**config.mk**
```make
export PLATFORM = sky130hd
export DESIGN_NAME = jk_excitation_driver
export DESIGN_NICKNAME = d
export VERILOG_FILES = /design/src/rtl/jk_excitation_driver.sv
export SDC_FILE = /design/constraint.sdc
export NUM_CORES = 1
export LEC_CHECK = 0
export CAP_MARGIN = 20
export CORE_ASPECT_RATIO = 1.1
export CORE_MARGIN = 2
export CORE_UTILIZATION = 54
export CTS_BUF_LIST = sky130_fd_sc_hd__clkbuf_8
export DETAILED_ROUTE_END_ITERATION = 8
export PLACE_DENSITY = 0.86
export SETUP_SLACK_MARGIN = 0.02
export SYNTH_ARGS = -nofsm -noshare
export SYNTH_HDL_FRONTEND = slang
export SYNTH_SLANG_ARGS = --single-unit
export TNS_END_PERCENT = 5
```
**constraint.sdc**
```tcl
create_clock -name Clock -period 8.63 [get_ports Clock]
set_input_delay 1.726 -clock Clock [delete_from_list [all_inputs] [get_ports Clock]]
set_output_delay 1.726 -clock Clock [all_outputs]
set_load 0.02 [all_outputs]
```
**src/rtl/jk_excitation_driver.sv**
```systemverilog
// jk_excitation_driver: turns a requested target value into per-bit J/K excitation for an external JK bank (optional readback check: JK_READBACK_CHECK_EN)
module jk_excitation_driver #(
  parameter int WIDTH = 4
) (
  input  logic             Clock,
  input  logic             ResetN,
  input  logic             TargetValid,
  output logic             TargetReady,
  input  logic [WIDTH-1:0] Target,
  input  logic             Mode,
  output logic [WIDTH-1:0] J,
  output logic [WIDTH-1:0] K,
  output logic [WIDTH-1:0] ModelQ,
  output logic             Busy,
  output logic             Done,
`ifdef JK_READBACK_CHECK_EN
  input  logic [WIDTH-1:0] QFeedback,
`endif
  output logic             Mismatch
);
  typedef enum logic [1:0] {IDLE, STEP, DRAIN} state_t;
  state_t           state_q, state_d;
  logic [WIDTH-1:0] model_q, model_d, j_q, j_d, k_q, k_d, tgt_q, tgt_d, nxt;
  logic             mode_q, mode_d, done_q, done_d, accept;
  assign TargetReady = (state_q == IDLE) && !done_q;
  assign accept      = TargetReady && TargetValid;
  assign Busy        = (state_q != IDLE);
  assign Done        = done_q;
  assign J           = j_q;
  assign K           = k_q;
  assign ModelQ      = model_q;
  assign nxt         = mode_q ? ((tgt_q > model_q) ? model_q + 1'b1 : model_q - 1'b1) : tgt_q;
  // Next-state: accept in IDLE, walk the model toward the target in STEP, quiesce J/K in DRAIN
  always_comb begin
    state_d = state_q;
    model_d = model_q;
    tgt_d   = tgt_q;
    mode_d  = mode_q;
    j_d     = '0;
    k_d     = '0;
    done_d  = 1'b0;
    case (state_q)
      IDLE: if (accept) begin
        tgt_d  = Target;
        mode_d = Mode;
        if (Target == model_q) done_d = 1'b1;
        else state_d = STEP;
      end
      STEP: begin
        j_d     = ~model_q & nxt;
        k_d     = model_q & ~nxt;
        model_d = nxt;
        if (nxt == tgt_q) state_d = DRAIN;
      end
      DRAIN: begin
        done_d  = 1'b1;
        state_d = IDLE;
      end
      default: state_d = IDLE;
    endcase
  end
  // State register; reset drives K all-ones so the external bank clears on the next edge
  always_ff @(posedge Clock) begin
    if (!ResetN) begin
      state_q <= IDLE;
      model_q <= '0;
      tgt_q   <= '0;
      mode_q  <= 1'b0;
      j_q     <= '0;
      k_q     <= '1;
      done_q  <= 1'b0;
    end else begin
      state_q <= state_d;
      model_q <= model_d;
      tgt_q   <= tgt_d;
      mode_q  <= mode_d;
      j_q     <= j_d;
      k_q     <= k_d;
      done_q  <= done_d;
    end
  end
`ifdef JK_READBACK_CHECK_EN
  logic [WIDTH-1:0] model_dly_q;
  logic             chk_en_q, mismatch_q;
  assign Mismatch = mismatch_q;
  // External Q trails the model by one cycle; compare once the post-reset clear has landed
  always_ff @(posedge Clock) begin
    if (!ResetN) begin
      model_dly_q <= '0;
      chk_en_q    <= 1'b0;
      mismatch_q  <= 1'b0;
    end else begin
      model_dly_q <= model_q;
      chk_en_q    <= 1'b1;
      if (accept) mismatch_q <= 1'b0;
      else if (chk_en_q && QFeedback != model_dly_q) mismatch_q <= 1'b1;
    end
  end
`else
  assign Mismatch = 1'b0;
`endif
endmodule

```
* Yosys cells after proc, flatten, opt, wreduce, memory -nomap -nowiden
Cells that the tools add are included.
Cells by class: add/subtract/negate cells 2, multipliers 0, divide/modulo/power cells 0, $lt $le $gt $ge 1, eq/ne operators 7, shift-type cells 0, muxes and demuxes 10, bitwise operators 4, reduce and logical (&&, ||, !) cells 8
Operators by type and width (count):
- 4-bit 2-to-1 mux | 3
- 4-bit AND | 2
- 4-bit equality test | 2
- 4-bit inverter | 2
- 2-bit 2-to-1 mux | 3
- 2-bit inequality test, second input constant | 3
- 4-bit by 1-bit adder with 4-bit output, second input constant | 1
- 4-bit > comparator | 1
- 2-bit one-hot mux with 2 select lines | 1
- 2-bit AND reduction | 2
- 4-bit by 1-bit subtractor with 4-bit output, second input constant | 1
- 3-bit AND reduction | 1
- 2-bit by 1-bit equality test with 1-bit output, second input constant | 1
- 2-bit equality test, second input constant | 1
- 1-bit logical AND | 2
- 2-bit logical NOT | 1
- 1-bit 2-to-1 mux | 2
- 1-bit one-hot mux with 2 select lines | 1
- 2-bit nonzero test | 1
- 1-bit logical NOT | 1
Storage, ports and cells: register bits after elaboration 20, latch bits 0, bits in writable memories 0, bits in read-only memories 0, bits of input ports 8, output and inout bits 16, word-level logic and storage cells 39, memories kept 0

* Depth between registers and ports, before layout
Gate-level depths: netlist (run 1).
depth after elaboration 6, depth in mapped cells 13, gate-level depth less buffers 13

* Worst setup path after synthesis (run 1)
No wires, ideal clock.
path kind reg2reg, start reg model_q[3] (netlist: ModelQ[3]), end reg state_q[0], setup time 132 ps, arrival time 2820 ps, data required time 8498 ps, slack 5678 ps, stages on the path, launching flop included 14, buffers on the path 1, clock period less this slack 2952 ps, cell sequence dfxtp_1 > clkbuf_1 > inv_1 > ha_1 > and4_2 > a21oi_4 > inv_1 > ha_1 > a21o_1 > a21oi_1 > xnor2_1 > xnor3_1 > o41ai_2 > o32ai_1
Between the ends: cells in the longest elaborated chain, start to end 6, elaborated cells between the ends (all ways) 10, those cells by class 2 x add/sub; 1 x order compare; 4 x eq/ne; 2 x mux; 1 x reduce/logical
RTL lines:
- start: declaration | line 23 | logic [WIDTH-1:0] model_q, model_d, j_q, j_d, k_q, k_d, tgt_q, tgt_d, nxt;
- start signal: assignment | line 74 | model_q <= model_d;
- 4-bit by 1-bit subtractor with 4-bit output, or another cell as far along | line 32 | assign nxt = mode_q ? ((tgt_q > model_q) ? model_q + 1'b1 : model_q - 1'b1) : tgt_q;
- 4-bit 2-to-1 mux (2 in series) | line 32
- 4-bit equality test | line 53 | if (nxt == tgt_q) state_d = DRAIN;
- 2-bit inequality test (no line)
- 3-bit AND reduction (no line) (*)
- end signal: assignment | line 73 | state_q <= state_d;
- end: declaration | line 22 | state_t state_q, state_d;
Mark *: on every way between the ends. The rest lies on a longest branch, timed or not. A chain may end at the register's enable or synchronous reset.

* Final worst setup path (run 1)
start reg state_q[1], end out TargetReady
Between the ends: cells in the longest elaborated chain, start to end 2
RTL lines:
- 2-bit logical NOT | line 25 | assign TargetReady = (state_q == IDLE) && !done_q;
- 1-bit logical AND | line 25
- end: declaration | line 8 | output logic TargetReady,
No other way between the ends.

==> flow_summary.yaml, run 1 <==
power_and_ir_drop:
  irDropWorstVdd_uv: 111
  power_w: 0.000284
  leakage_nw: 0.505
  power.density_nw_per_um2: 217
clocking:
  cts.sinks: 20
  h-tree-depth: 1
  root_buffer: "clkbuf_8"
  cts_buffers: 3
  post_cts_buffers: 0
  clock_path_buffers: 2
  cts_resized: 0
  clk_pin_slew_worst_paths_ns: 0.08
  clkLatencyLatePin_ns: 0.26
  cts_hold_buf: 0
  cts_tree: "yes"
yosys:
  synth.most_common_cell: "dfxtp_1"
  synth.avg_cell_area_sq_um: 9.19
  synth_cell_type_count: 34
  muxShareOfSynthArea_pct: 3.07
  async_flop_share_pct: 0
  yosys.area_share.adder_pct: 9.33
  synth_xor_area_share_pct: 10.8
  syn_area_sq_um: 1020
  yosys.area_share.simple_pct: 16.8
  synth_cells: 111
  synth_top_family_by_area: "simple AND/OR/NAND/NOR gates"
  seq_area_frac_synth_pct: 39.3
  yosys_warnings: 0
  synthFlopType: "dfxtp_1"
  synth_compound_area_share_pct: 15.6
  yosys-top-cells-count: "20 x dfxtp_1, 11 x a21oi_1, 10 x nand2_1"
  synth_fp_nets: 126
  yosysTopAreaCell: "dfxtp_1"
  synth-seq-cells: 20
  synth.area.top_cells: "dfxtp_1 39%, ha_1 7.4%, a21oi_1 5.4%"
  yosys.area.top_type_share_pct: 39.3
  synth_edf_count: 0
global_route:
  grt_pass1_wl_mm: 3.79
  grt_max_degree: 15
  track_usage_pct: 23.0
  first_global_vias: 831
  antenna_found_initial: 0
  overflow: 0
timing:
  slew_violations: 0
  max_freq_mhz: 283
  layout_min_cycle_time_ns: 3.53
  finalWorstSetupSlack_ns: 5.10
  rsz0062_at_grt: "no"
  finalHoldViolCount: 0
  slew_headroom_pct: 42.5
  fin_tns_setup_ns: 0
  fin_worst_skew_ns: 0.00814
  tightestPinTransition_ns: 0.861
  setup_viol: 0
  finalCritPeriodShare_pct: 40.9
place:
  gp_routability_congestion: 0.791
  post-place-ws_ns: 5.40
  dpl.cell_count: 146
  portBuffers: 22
  dp.final_hpwl_mm: 1.60
routing:
  num_vias: 880
  routed_wirelength_mm: 2.25
  drc: 0
  dr.pass1.iters: 4
  vias_per_cell: 5.87
  ant_nets: 0
  wl_per_cell_microns: 15.0
  drt_iter0_drc: 17
layout:
  area_growth_pct: 28.6
  nFillCells: 133
  antenna_cells: 0
  fin_cells: 150
  drive_gt1_share_pct: 9.85
  fin_nets: 148
  seqCellArea_sq_um: 400
  multi_input_area_sq_um: 571
floorplan:
  dieWidth_microns: 45.4
  die_y_microns: 49.6
  io_pins: 24
  start_util_pct: 57.2
  core_sq_um: 1780
  dieArea_sq_um: 2250
  row_count: 16
worst_setup_path:
  cp-end-kind: "output port"
  cp_max_fo: 8
  arrival_ns: 1.80
  critical_path_class: "register to output port"
  cp-start-kind: "register"
  reg2reg_slack_ns: 5.45
  required_ns: 6.90
outcome:
  status: "finished, final reports clean"
run:
  maxCapViolCount: 0
hold_path:
  hp-class: "register to register"
routing by layer:
layer,vias up,part of all wire [%],global-route usage (%)
met5,-,0,0
met4,0,3.0,10.8
met3,10,5.3,3.66
met2,37,49,36.9
met1,414,42,29.2
li1,419,-,-
placed cells by master, fill, tap and decap left out, drive strengths merged, types with 2 or more instances in the layout:
cell | synthesis | final
o21ai | 4 | 4
nor2 | 6 | 6
dfxtp | 20 | 20
xor2 | 5 | 5
a21oi | 12 | 12
nand3 | 6 | 6
ha | 6 | 6
mux2i | 2 | 2
clkdlybuf4s50 | 0 | 22
nor3 | 4 | 4
clkbuf | 4 | 3
inv | 7 | 7
nor2b | 3 | 3
xnor2 | 5 | 5
nand2 | 10 | 10
stage by stage:
step | instance area (sq um) | utilization [%] | hold WS (ns)
after global routing | 1310 | 73.6 | 0.476
after floorplan | 1020 | - | 0.407
after global placement | 1240 | 69.6 | 0.413
after detailed placement | 1240 | 69.6 | 0.430
after CTS | 1310 | 73.6 | 0.443
final | 1310 | 73.6 | 0.444
flip-flops by register name, indices dropped and copies added (netlist names):
register  cells
J             4
Done          1
state_q       2
mode_q        1
ModelQ        4
K             4
tgt_q         4
cell families (layout without fill, tap and decap cells):
logic type,count (synthesis),count (layout)
AO/OA/AOI/OAI,23,23
flip-flops,20,20
multiplexers,3,3
other,1,1
adder cells (fa/ha/maj),7,7
buffers and inverters,12,33
XOR/XNOR,11,11
AND/OR/NAND/NOR,34,34
critical path, stage by stage (launching register included):
cell and delay (ns):
dfxtp_1 0.32, or2_2 0.31, nor2_2 0.24, clkdlybuf4s50_1 0.66
power by group:
part           switching (W)  internal, W
logic              0.0000449    0.0000401
clock network      0.0000322    0.0000619
registers         0.00000734    0.0000979
total              0.0000844     0.000200
final timing paths:
| kind | startpoint | end | cells after the start |
|---|---|---|---|
| hold reg to reg | state_q[0] | Done | 1 |
| setup reg to reg | ModelQ[1] | state_q[0] | 13 |
| hold / removal | state_q[0] | Done | 1 |
| setup / recovery | state_q[1] | TargetReady | 3 |
layout make-up:
cell class,count,area share [%]
multi-input combinational,79,43.5
sequential,20,30.5
timing repair buffer,22,16.8
clock buffer,3,3.15
clock inverter,1,2.29
inverter,7,2.00
tap,18,1.72
Note: power is estimated with default switching activity, not from simulation.
==> run 2, diff against run 1 <==
--- a/config.mk
+++ b/config.mk
@@ -8,10 +8,10 @@
 export CAP_MARGIN = 20
 export CORE_ASPECT_RATIO = 1.1
 export CORE_MARGIN = 2
-export CORE_UTILIZATION = 54
+export CORE_UTILIZATION = 46
 export CTS_BUF_LIST = sky130_fd_sc_hd__clkbuf_8
 export DETAILED_ROUTE_END_ITERATION = 8
-export PLACE_DENSITY = 0.86
+export PLACE_DENSITY = 0.78
 export SETUP_SLACK_MARGIN = 0.02
 export SYNTH_ARGS = -nofsm -noshare
 export SYNTH_HDL_FRONTEND = slang
==> constraint.sdc (replaced) <==
create_clock -name Clock -period 2.9 [get_ports Clock]
set_input_delay 0.58 -clock Clock [delete_from_list [all_inputs] [get_ports Clock]]
set_output_delay 0.58 -clock Clock [all_outputs]
set_load 0.02 [all_outputs]
==> run 2 against run 1 <==
Via count down 0.34%; core utilization fell by 2.7 points; wire length increased by 19%; highest routed layer unchanged; cell count is 12% higher; largest cell class unchanged; critical endpoint is now state_q[0].
==> flow_summary.yaml, run 2 (synthesized netlist as in run 1, its figures left out) <==
outcome:
  status: "finished, final reports clean"
clocking:
  clk_pin_slew_worst_paths_ns: 0.08
  cts_buffers: 3
  cts_tree: "yes"
  clock_path_buffers: 2
  clkLatencyLatePin_ns: 0.26
  cts.sinks: 20
  h-tree-depth: 1
  cts_hold_buf: 0
  root_buffer: "clkbuf_8"
global_route:
  antenna_found_initial: 0
  grt_pass1_wl_mm: 4.05
  first_global_vias: 888
  overflow: 0
  grt_max_degree: 15
  track_usage_pct: 21.0
routing:
  wl_per_cell_microns: 15.9
  drc: 0
  ant_nets: 0
  num_vias: 877
  dr.pass1.iters: 4
  routed_wirelength_mm: 2.68
  vias_per_cell: 5.22
  drt_iter0_drc: 19
timing:
  layout_min_cycle_time_ns: 2.83
  setup_viol: 0
  finalHoldViolCount: 0
  fin_worst_skew_ns: 0.00156
  slew_headroom_pct: 42.5
  max_freq_mhz: 354
  slew_violations: 0
  finalCritPeriodShare_pct: 97.5
  tightestPinTransition_ns: 0.861
  hold_ws_ns: 0.454
floorplan:
  dieWidth_microns: 48.9
  die_y_microns: 53.4
  row_count: 17
  io_pins: 24
  dieArea_sq_um: 2610
  start_util_pct: 49.9
  core_sq_um: 2040
power_and_ir_drop:
  power.density_nw_per_um2: 632
  irDropWorstVdd_uv: 352
  leakage_nw: 0.574
layout:
  nFillCells: 170
  fin_nets: 156
  mostFrequentLayoutCell: "clkdlybuf4s50_1"
  antenna_cells: 0
  fin_cells: 168
  layout_common_cells: "22 x clkdlybuf4s50_1, 18 x dfxtp_1, 10 x a21oi_1, 10 x nand2_1, 8 x buf_4"
  finalInstanceArea_sq_um: 1450
  drive_gt1_share_pct: 20.7
  area_growth_pct: 42.0
run:
  maxCapViolCount: 0
worst_setup_path:
  arrival_ns: 2.96
  cp-end-kind: "register"
  required_ns: 3.03
  critical_path_class: "register to register"
  rr_worst_depth: 13
  cp-start-kind: "register"
  cp_max_fo: 3
place:
  gp_routability_congestion: 0.849
  dpl.cell_count: 161
  dp.final_hpwl_mm: 1.78
  portBuffers: 22
  placed_cell_area_sq_um: 1290
hold_path:
  hp-class: "register to register"
  whs_path_depth: 1
==> run 2: cell types whose count changed in the layout (fill, tap and decap cells not counted), sizes merged <==
cell,previous run,this run
buf,0,8
==> run 2: area by class of cell <==
cell class                 count  area [sq um]  share of cell area [%]
timing repair buffer          30           280                    19.4
inverter                       7          26.3                    1.82
multi-input combinational     79           629                    43.5
clock buffer                   3          41.3                    2.85
sequential                    20           405                    28.0
tap                           28          35.0                    2.42
clock inverter                 1          30.0                    2.07
==> run 2: critical path: stages (launching register included) <==
cell	delay, ns
dfxtp_4	0.35
inv_1	0.10
ha_4	0.30
nor2b_4	0.13
o211ai_2	0.10
a21oi_4	0.15
inv_1	0.08
ha_1	0.28
a21o_1	0.20
a21oi_2	0.18
xnor2_2	0.16
xnor3_1	0.29
o41ai_4	0.26
o32ai_2	0.12
==> run 2: per-layer routing <==
metal | part of all wire, % | vias to the layer above | global-route usage, %
met4 | 2.1 | 0 | 10.0
met2 | 54 | 28 | 40.6
li1 | - | 435 | -
met5 | 0 | - | 0
met1 | 41 | 405 | 22.4
met3 | 3.2 | 9 | 3.39
==> run 2: power breakdown <==
group          switching (W)  leakage (nW)  internal [W]
logic               0.000176         0.373      0.000154
registers          0.0000145         0.165      0.000291
clock network      0.0000951        0.0357      0.000184
==> run 2: worst paths after layout <==
check	slack, ns	startpoint	end
worst min register to register	0.45	state_q[0]	Done
worst max register to register	0.07	ModelQ[1]	state_q[0]
worst max-delay path	0.07	ModelQ[1]	state_q[0]
worst min-delay path	0.45	state_q[0]	Done
==> run 2: through the flow <==
| stage | utilization, % | power, W | setup slack, ns | setup TNS [ns] |
|---|---|---|---|---|
| final | 70.9 | 0.000915 | 0.0714 | 0 |
| after global placement | 63.3 | 0.000570 | 0.123 | 0 |
| after floorplan | - | 0.000498 | 0.0375 | 0 |
| after CTS | 68.2 | 0.000872 | 0.0322 | 0 |
| after detailed placement | 63.3 | 0.000576 | -0.00765 | -0.00765 |
| after global routing | 70.9 | 0.000947 | -0.0309 | -0.0453 |
==> run 2: what timing repair did <==
| action | CTS | global route |
|---|---|---|
| setup endpoints to repair | 2 | 5 |
| setup buffers | 3 | 0 |
| resized for setup | 2 | 7 |
| pin swaps | 4 | 5 |
